===== src/rtl/mmram_pkg.sv =====
// Shared widths, packet field offsets and error bit indices for the matching-memory pipeline.
package mmram_pkg;

  localparam int unsigned DEPTH  = 64;
  localparam int unsigned ADDR_W = 6;
  localparam int unsigned TAG_W  = 18;
  localparam int unsigned DATA_W = 16;

  // PACKET_IN = {MF, tag, LR, data}
  localparam int unsigned PIN_W        = 1 + TAG_W + 1 + DATA_W;
  localparam int unsigned PIN_DATA_LSB = 0;
  localparam int unsigned PIN_LR       = DATA_W;
  localparam int unsigned PIN_TAG_LSB  = DATA_W + 1;
  localparam int unsigned PIN_MF       = DATA_W + 1 + TAG_W;

  // PACKET_OUT = {SINGLE, tag, left, right}
  localparam int unsigned POUT_W         = 1 + TAG_W + 2 * DATA_W;
  localparam int unsigned POUT_RIGHT_LSB = 0;
  localparam int unsigned POUT_LEFT_LSB  = DATA_W;
  localparam int unsigned POUT_TAG_LSB   = 2 * DATA_W;
  localparam int unsigned POUT_SINGLE    = 2 * DATA_W + TAG_W;

  localparam int unsigned ERR_OVERWRITE   = 0;
  localparam int unsigned ERR_READ_MISS   = 1;
  localparam int unsigned ERR_ILLEGAL_CMD = 2;

endpackage


===== src/rtl/mmram_array.sv =====
// Operand storage with per-entry valid bits: one write port, one async read port, one clear port.
module mmram_array
  import mmram_pkg::*;
#(
  parameter int unsigned Depth = DEPTH,
  parameter int unsigned AddrW = ADDR_W,
  parameter int unsigned DataW = DATA_W
) (
  input  logic             CP,
  input  logic             MR,
  input  logic             i_we,
  input  logic [AddrW-1:0] i_waddr,
  input  logic [DataW-1:0] i_wdata,
  input  logic             i_clr,
  input  logic [AddrW-1:0] i_caddr,
  input  logic [AddrW-1:0] i_raddr,
  output logic [DataW-1:0] o_rdata,
  output logic             o_rval
);

  logic [DataW-1:0] r_mem [Depth];
  logic [Depth-1:0] r_val;

  // Data is intentionally not reset; only the valid vector is.
  always_ff @(posedge CP) begin
    if (i_we) r_mem[i_waddr] <= i_wdata;
  end

  always_ff @(posedge CP) begin
    if (MR) begin
      r_val <= '0;
    end else begin
      if (i_clr) r_val[i_caddr] <= 1'b0;
      if (i_we)  r_val[i_waddr] <= 1'b1;
    end
  end

  assign o_rdata = r_mem[i_raddr];
  assign o_rval  = r_val[i_raddr];

endmodule


===== src/rtl/mmram_stage.sv =====
// Matching-memory RAM stage: parks first operands, pairs second operands, passes unmatched packets.
module mmram_stage
  import mmram_pkg::*;
#(
  parameter int unsigned DEPTH  = mmram_pkg::DEPTH,
  parameter int unsigned ADDR_W = mmram_pkg::ADDR_W,
  parameter int unsigned TAG_W  = mmram_pkg::TAG_W,
  parameter int unsigned DATA_W = mmram_pkg::DATA_W
) (
  input  logic                        CP,
  input  logic                        MR,
  input  logic                        Send_in,
  output logic                        Ack_out,
  input  logic [1+TAG_W+1+DATA_W-1:0] PACKET_IN,
  input  logic                        WR_E,
  input  logic                        DEL,
  input  logic [ADDR_W-1:0]           ADDR,
  output logic                        Send_out,
  input  logic                        Ack_in,
  output logic [1+TAG_W+2*DATA_W-1:0] PACKET_OUT,
  output logic [ADDR_W:0]             OCC,
  output logic [2:0]                  ERR
);

  localparam int unsigned OutW = 1 + TAG_W + 2 * DATA_W;
  localparam logic [ADDR_W:0] OccMax = DEPTH[ADDR_W:0];

  logic              r_out_v;
  logic [OutW-1:0]   r_pkt;
  logic [ADDR_W:0]   r_occ;
  logic [2:0]        r_err;

  logic              w_acc, w_mf, w_lr;
  logic [TAG_W-1:0]  w_tag;
  logic [DATA_W-1:0] w_data, w_partner;
  logic              w_pass, w_store, w_match, w_fire, w_val;
  logic              w_out_v_d;
  logic [OutW-1:0]   w_pkt_d;
  logic [ADDR_W:0]   w_occ_d;
  logic [2:0]        w_err_d;

  assign Ack_out = !r_out_v | Ack_in;
  assign w_acc   = Send_in & Ack_out;

  assign w_mf   = PACKET_IN[PIN_MF];
  assign w_lr   = PACKET_IN[PIN_LR];
  assign w_tag  = PACKET_IN[PIN_TAG_LSB +: TAG_W];
  assign w_data = PACKET_IN[PIN_DATA_LSB +: DATA_W];

  assign w_pass  = w_acc & !w_mf;
  assign w_store = w_acc & w_mf & WR_E;
  assign w_match = w_acc & w_mf & !WR_E;
  assign w_fire  = w_pass | w_match;

  mmram_array #(
    .Depth (DEPTH),
    .AddrW (ADDR_W),
    .DataW (DATA_W)
  ) u_array (
    .CP      (CP),
    .MR      (MR),
    .i_we    (w_store),
    .i_waddr (ADDR),
    .i_wdata (w_data),
    .i_clr   (w_match & DEL),
    .i_caddr (ADDR),
    .i_raddr (ADDR),
    .o_rdata (w_partner),
    .o_rval  (w_val)
  );

  always_comb begin
    w_out_v_d = r_out_v;
    w_pkt_d   = r_pkt;
    if (w_fire) begin
      w_out_v_d = 1'b1;
      if (w_pass)    w_pkt_d = {1'b1, w_tag, w_data, {DATA_W{1'b0}}};
      else if (w_lr) w_pkt_d = {1'b0, w_tag, w_partner, w_data};
      else           w_pkt_d = {1'b0, w_tag, w_data, w_partner};
    end else if (r_out_v & Ack_in) begin
      w_out_v_d = 1'b0;
    end
  end

  // A store to a free slot can't see OCC at max, so the guards only enforce saturation.
  always_comb begin
    w_occ_d = r_occ;
    w_err_d = r_err;
    if (w_store) begin
      if (w_val)                w_err_d[ERR_OVERWRITE]   = 1'b1;
      else if (r_occ != OccMax) w_occ_d = r_occ + 1'b1;
      if (DEL)                  w_err_d[ERR_ILLEGAL_CMD] = 1'b1;
    end else if (w_match) begin
      if (!w_val)                      w_err_d[ERR_READ_MISS] = 1'b1;
      else if (DEL && r_occ != '0)     w_occ_d = r_occ - 1'b1;
    end
  end

  always_ff @(posedge CP) begin
    if (MR) begin
      r_out_v <= 1'b0;
      r_pkt   <= '0;
      r_occ   <= '0;
      r_err   <= '0;
    end else begin
      r_out_v <= w_out_v_d;
      r_pkt   <= w_pkt_d;
      r_occ   <= w_occ_d;
      r_err   <= w_err_d;
    end
  end

  assign Send_out   = r_out_v;
  assign PACKET_OUT = r_pkt;
  assign OCC        = r_occ;
  assign ERR        = r_err;

endmodule


===== config.mk =====
export PLATFORM = sky130hd
export DESIGN_NAME = mmram_stage
export DESIGN_NICKNAME = d
export VERILOG_FILES = /design/src/rtl/mmram_pkg.sv /design/src/rtl/mmram_array.sv /design/src/rtl/mmram_stage.sv
export SDC_FILE = /design/constraint.sdc
export NUM_CORES = 1
export LEC_CHECK = 0
export CAP_MARGIN = 20
export CORE_ASPECT_RATIO = 0.6
export CORE_MARGIN = 2
export CORE_UTILIZATION = 39
export DETAILED_ROUTE_END_ITERATION = 6
export HOLD_SLACK_MARGIN = 0.15
export PLACE_DENSITY = 0.52
export SLEW_MARGIN = 30
export SYNTH_ARGS = -nofsm -noshare
export SYNTH_HDL_FRONTEND = slang
export SYNTH_HIERARCHICAL = 1
export SYNTH_SLANG_ARGS = --single-unit

===== constraint.sdc =====
create_clock -name CP -period 4.8 [get_ports CP]
set_clock_uncertainty 0.05 [all_clocks]
set_input_delay 1.44 -clock CP [delete_from_list [all_inputs] [get_ports CP]]
set_output_delay 1.44 -clock CP [all_outputs]
set_load 0.02 [all_outputs]

==> metrics.yaml <==
status: "complete, no violations"
cts_inserted_buffers: 104
hold_viol: 0
yosys_warnings: 6
cp_num_buf_inv: 2
slew_viol_final: 0
hpwl_mm: 83.54
p_leak_nw: 17.61
max_freq_ghz: 0.2371
post_synth_num_cell_types: 58
cpMostUsedCell: "clkdlybuf4s50_1"
synth_most_common_cell: "edfxtp_1"
port_buffers: 110
vias: 24738
arrival_ps: 2730
startpoint_type: "input pin"
setup_viol: 0
area_growth_pct: 16.47
die_h_um: 267.5
core_area_mm2: 0.1145
synth-seq-area-share_pct: 73.74
slowest_delay_ps: 640
antenna_found_initial: 6
clock_sinks: 1150
viasPerCell: 5.764
min_path_type: "flop to flop"
ys_top_cells_by_area: "edfxtp_1, mux4_2, dfxtp_1"
clk_path_buf_depth: 3
tns_ps: 0
route.detailed.drc: 0
cts.repair.resized: 0
synth_nets: 2467
setup.worst_path.class: "input pin to output pin"
synthArstFlopShare_pct: 0
grt_max_degree: 73
antenna_left: 0
drtPass1Iterations: 6
synth_flop_cell: "edfxtp_1"
wire_per_inst_um: 30.08
max-vdd-ir-drop_uv: 280.9
critical-path-top-delay-family: "buffers and inverters"
pre_cts_slack_ps: 122.2
cp_slowest_cell: "clkdlybuf4s50_1"
n_fill_cell: 9650
timing.final.crit_share_pct: 87.88
yosysTopAreaCell: "edfxtp_1"
rsz0062_at_grt: "no"
fin_ws_ps: 581.7
place.gp.congestion: 0.8625
final_nets: 2742
clock_latency_ps: 720
grt_overflow: 0
track_usage_pct: 21.62
netlist_instances: 2412
yosys.area.top_type_share_pct: 68.15
post_cts_buffers: 0
drt_iter0_drc: 2931
crit_required_ps: 3310
synth_commonest_cells: "edfxtp_1, mux4_2, mux2i_1, dfxtp_1, nand2_1"
crit_fanout: 6
tightest_slew_ps: 1096
routed_wl_mm: 129.1
path_clk_slew_ps: 70
syn_area_mm2: 0.04512
ys_seq_elements: 1150
final_layout_size_suffix_gt1_share_pct: 23.90
holdBufCountCts: 0
power.density_mw_per_mm2: 395.5
initial_core_util_pct: 39.42
syn_avg_cell_area_um2: 18.71
cts_tree: "built"
post-route-min-period_ps: 4218
maxCapViolations: 0
cp_cell_sequence: "clkdlybuf4s50_1, nand2b_1, clkdlybuf4s50_1"
max_slew_margin_pct: 26.95
reg2reg_setup_slack_ps: 1880
die_area_mm2: 0.1185
htreeDepth: 3
grt_pass1_vias: 24366
boundaryPins: 111
die_w_um: 443.1
rows: 96
root_buffer: "clkbuf_16"
grt_pass1_wl_mm: 181.8
synth_edf_count: 1024
worstSetupEndpointType: "output pin"
-- per-stage QoR --
step / power [mW] / instances / cell area, um2 / utilization (%) / hold WS [ps]
after detailed placement: 12.54 / 4100 / 49130 / 42.92 / 398.9
after CTS: 20.95 / 4289 / 52540 / 45.90 / 409.2
after floorplan: 11.84 / 2412 / 45120 / - / 395.1
final: 20.79 / 4292 / 52560 / 45.91 / 406.4
after global placement: 12.52 / 4099 / 49100 / 42.89 / 392.7
after global routing: 21.41 / 4289 / 52550 / 45.91 / 428.2
-- area by class of cell --
type                    count  area, um2  share of cell area, %
diodes                      3      7.507                0.01428
clock buffers             144       2872                  5.464
clock inverters            45      540.5                  1.028
inverters                  71      266.5                 0.5071
multi-input cells        1046      10870                  20.67
flip-flops and latches   1150      33270                  63.31
well taps                1519       1901                  3.616
repair buffers            314       2831                  5.388
-- sequential cells by signal (all words and copies together), names as in the netlist --
| signal | cells |
|---|---|
| ERR | 3 |
| PACKET_OUT | 51 |
| u_array/r_mem | 1024 |
| Send_out | 1 |
| u_array/r_val | 64 |
| OCC | 7 |
-- kinds of logic after synthesis --
family | Yosys count | share of synthesized area [%]
DFF | 1150 | 73.74
and+or+nand+nor | 282 | 2.895
xor gates and xnor gates | 3 | 0.05824
buffers and inverters | 216 | 2.196
AOI/OAI and AO/OA | 343 | 4.936
adders and majority gates | 7 | 0.2107
muxes | 411 | 15.97
-- cell usage in the layout (no fill, tap or decap), types with 16 or more instances in the layout --
master and count:
a211oi_1 29, a21oi_1 94, a221oi_1 16, a22o_1 17, a22oi_1 57, a31oi_1 16
and2_1 16, buf_12 21, buf_4 189, clkbuf_1 30, clkbuf_16 107, clkdlybuf4s50_1 89
dfxtp_1 126, edfxtp_1 1024, inv_1 71, mux2_2 27, mux2i_1 139, mux4_2 244
nand2_1 121, nand3_1 16, nor2_1 70, o21ai_0 64, o221ai_1 17, o22ai_1 17
-- power breakdown --
group	internal [mW]	switching, mW
sequential	10.9	0.0280
clock	4.74	3.72
combinational	0.525	0.855
total	16.2	4.61
-- path summary, 6_finish.rpt --
path         cells after the start              start        endpoint
min reg2reg                      2     PACKET_OUT[46]  PACKET_OUT[46]
max                              3             Ack_in         Ack_out
max reg2reg                     11  u_array/r_val[11]          OCC[5]
min                              2     PACKET_OUT[46]  PACKET_OUT[46]
-- per-layer routing --
metal,vias to the layer above,GRT usage (%),part of all wire [%]
met3,157,4.198,7.7
li1,10295,-,-
met1,13281,34.46,48
met2,1003,30.54,43
met4,2,4.409,1.9
met5,-,0,0.010
-- tightest hold or removal path, delay by kind of cell, from the launching register on --
kind	cells	cell delay, ps
AO/OA/AOI/OAI	1	50
flip-flops	1	310
AND/OR/NAND/NOR	1	50
No activity file was read; power rests on OpenSTA's default activity.
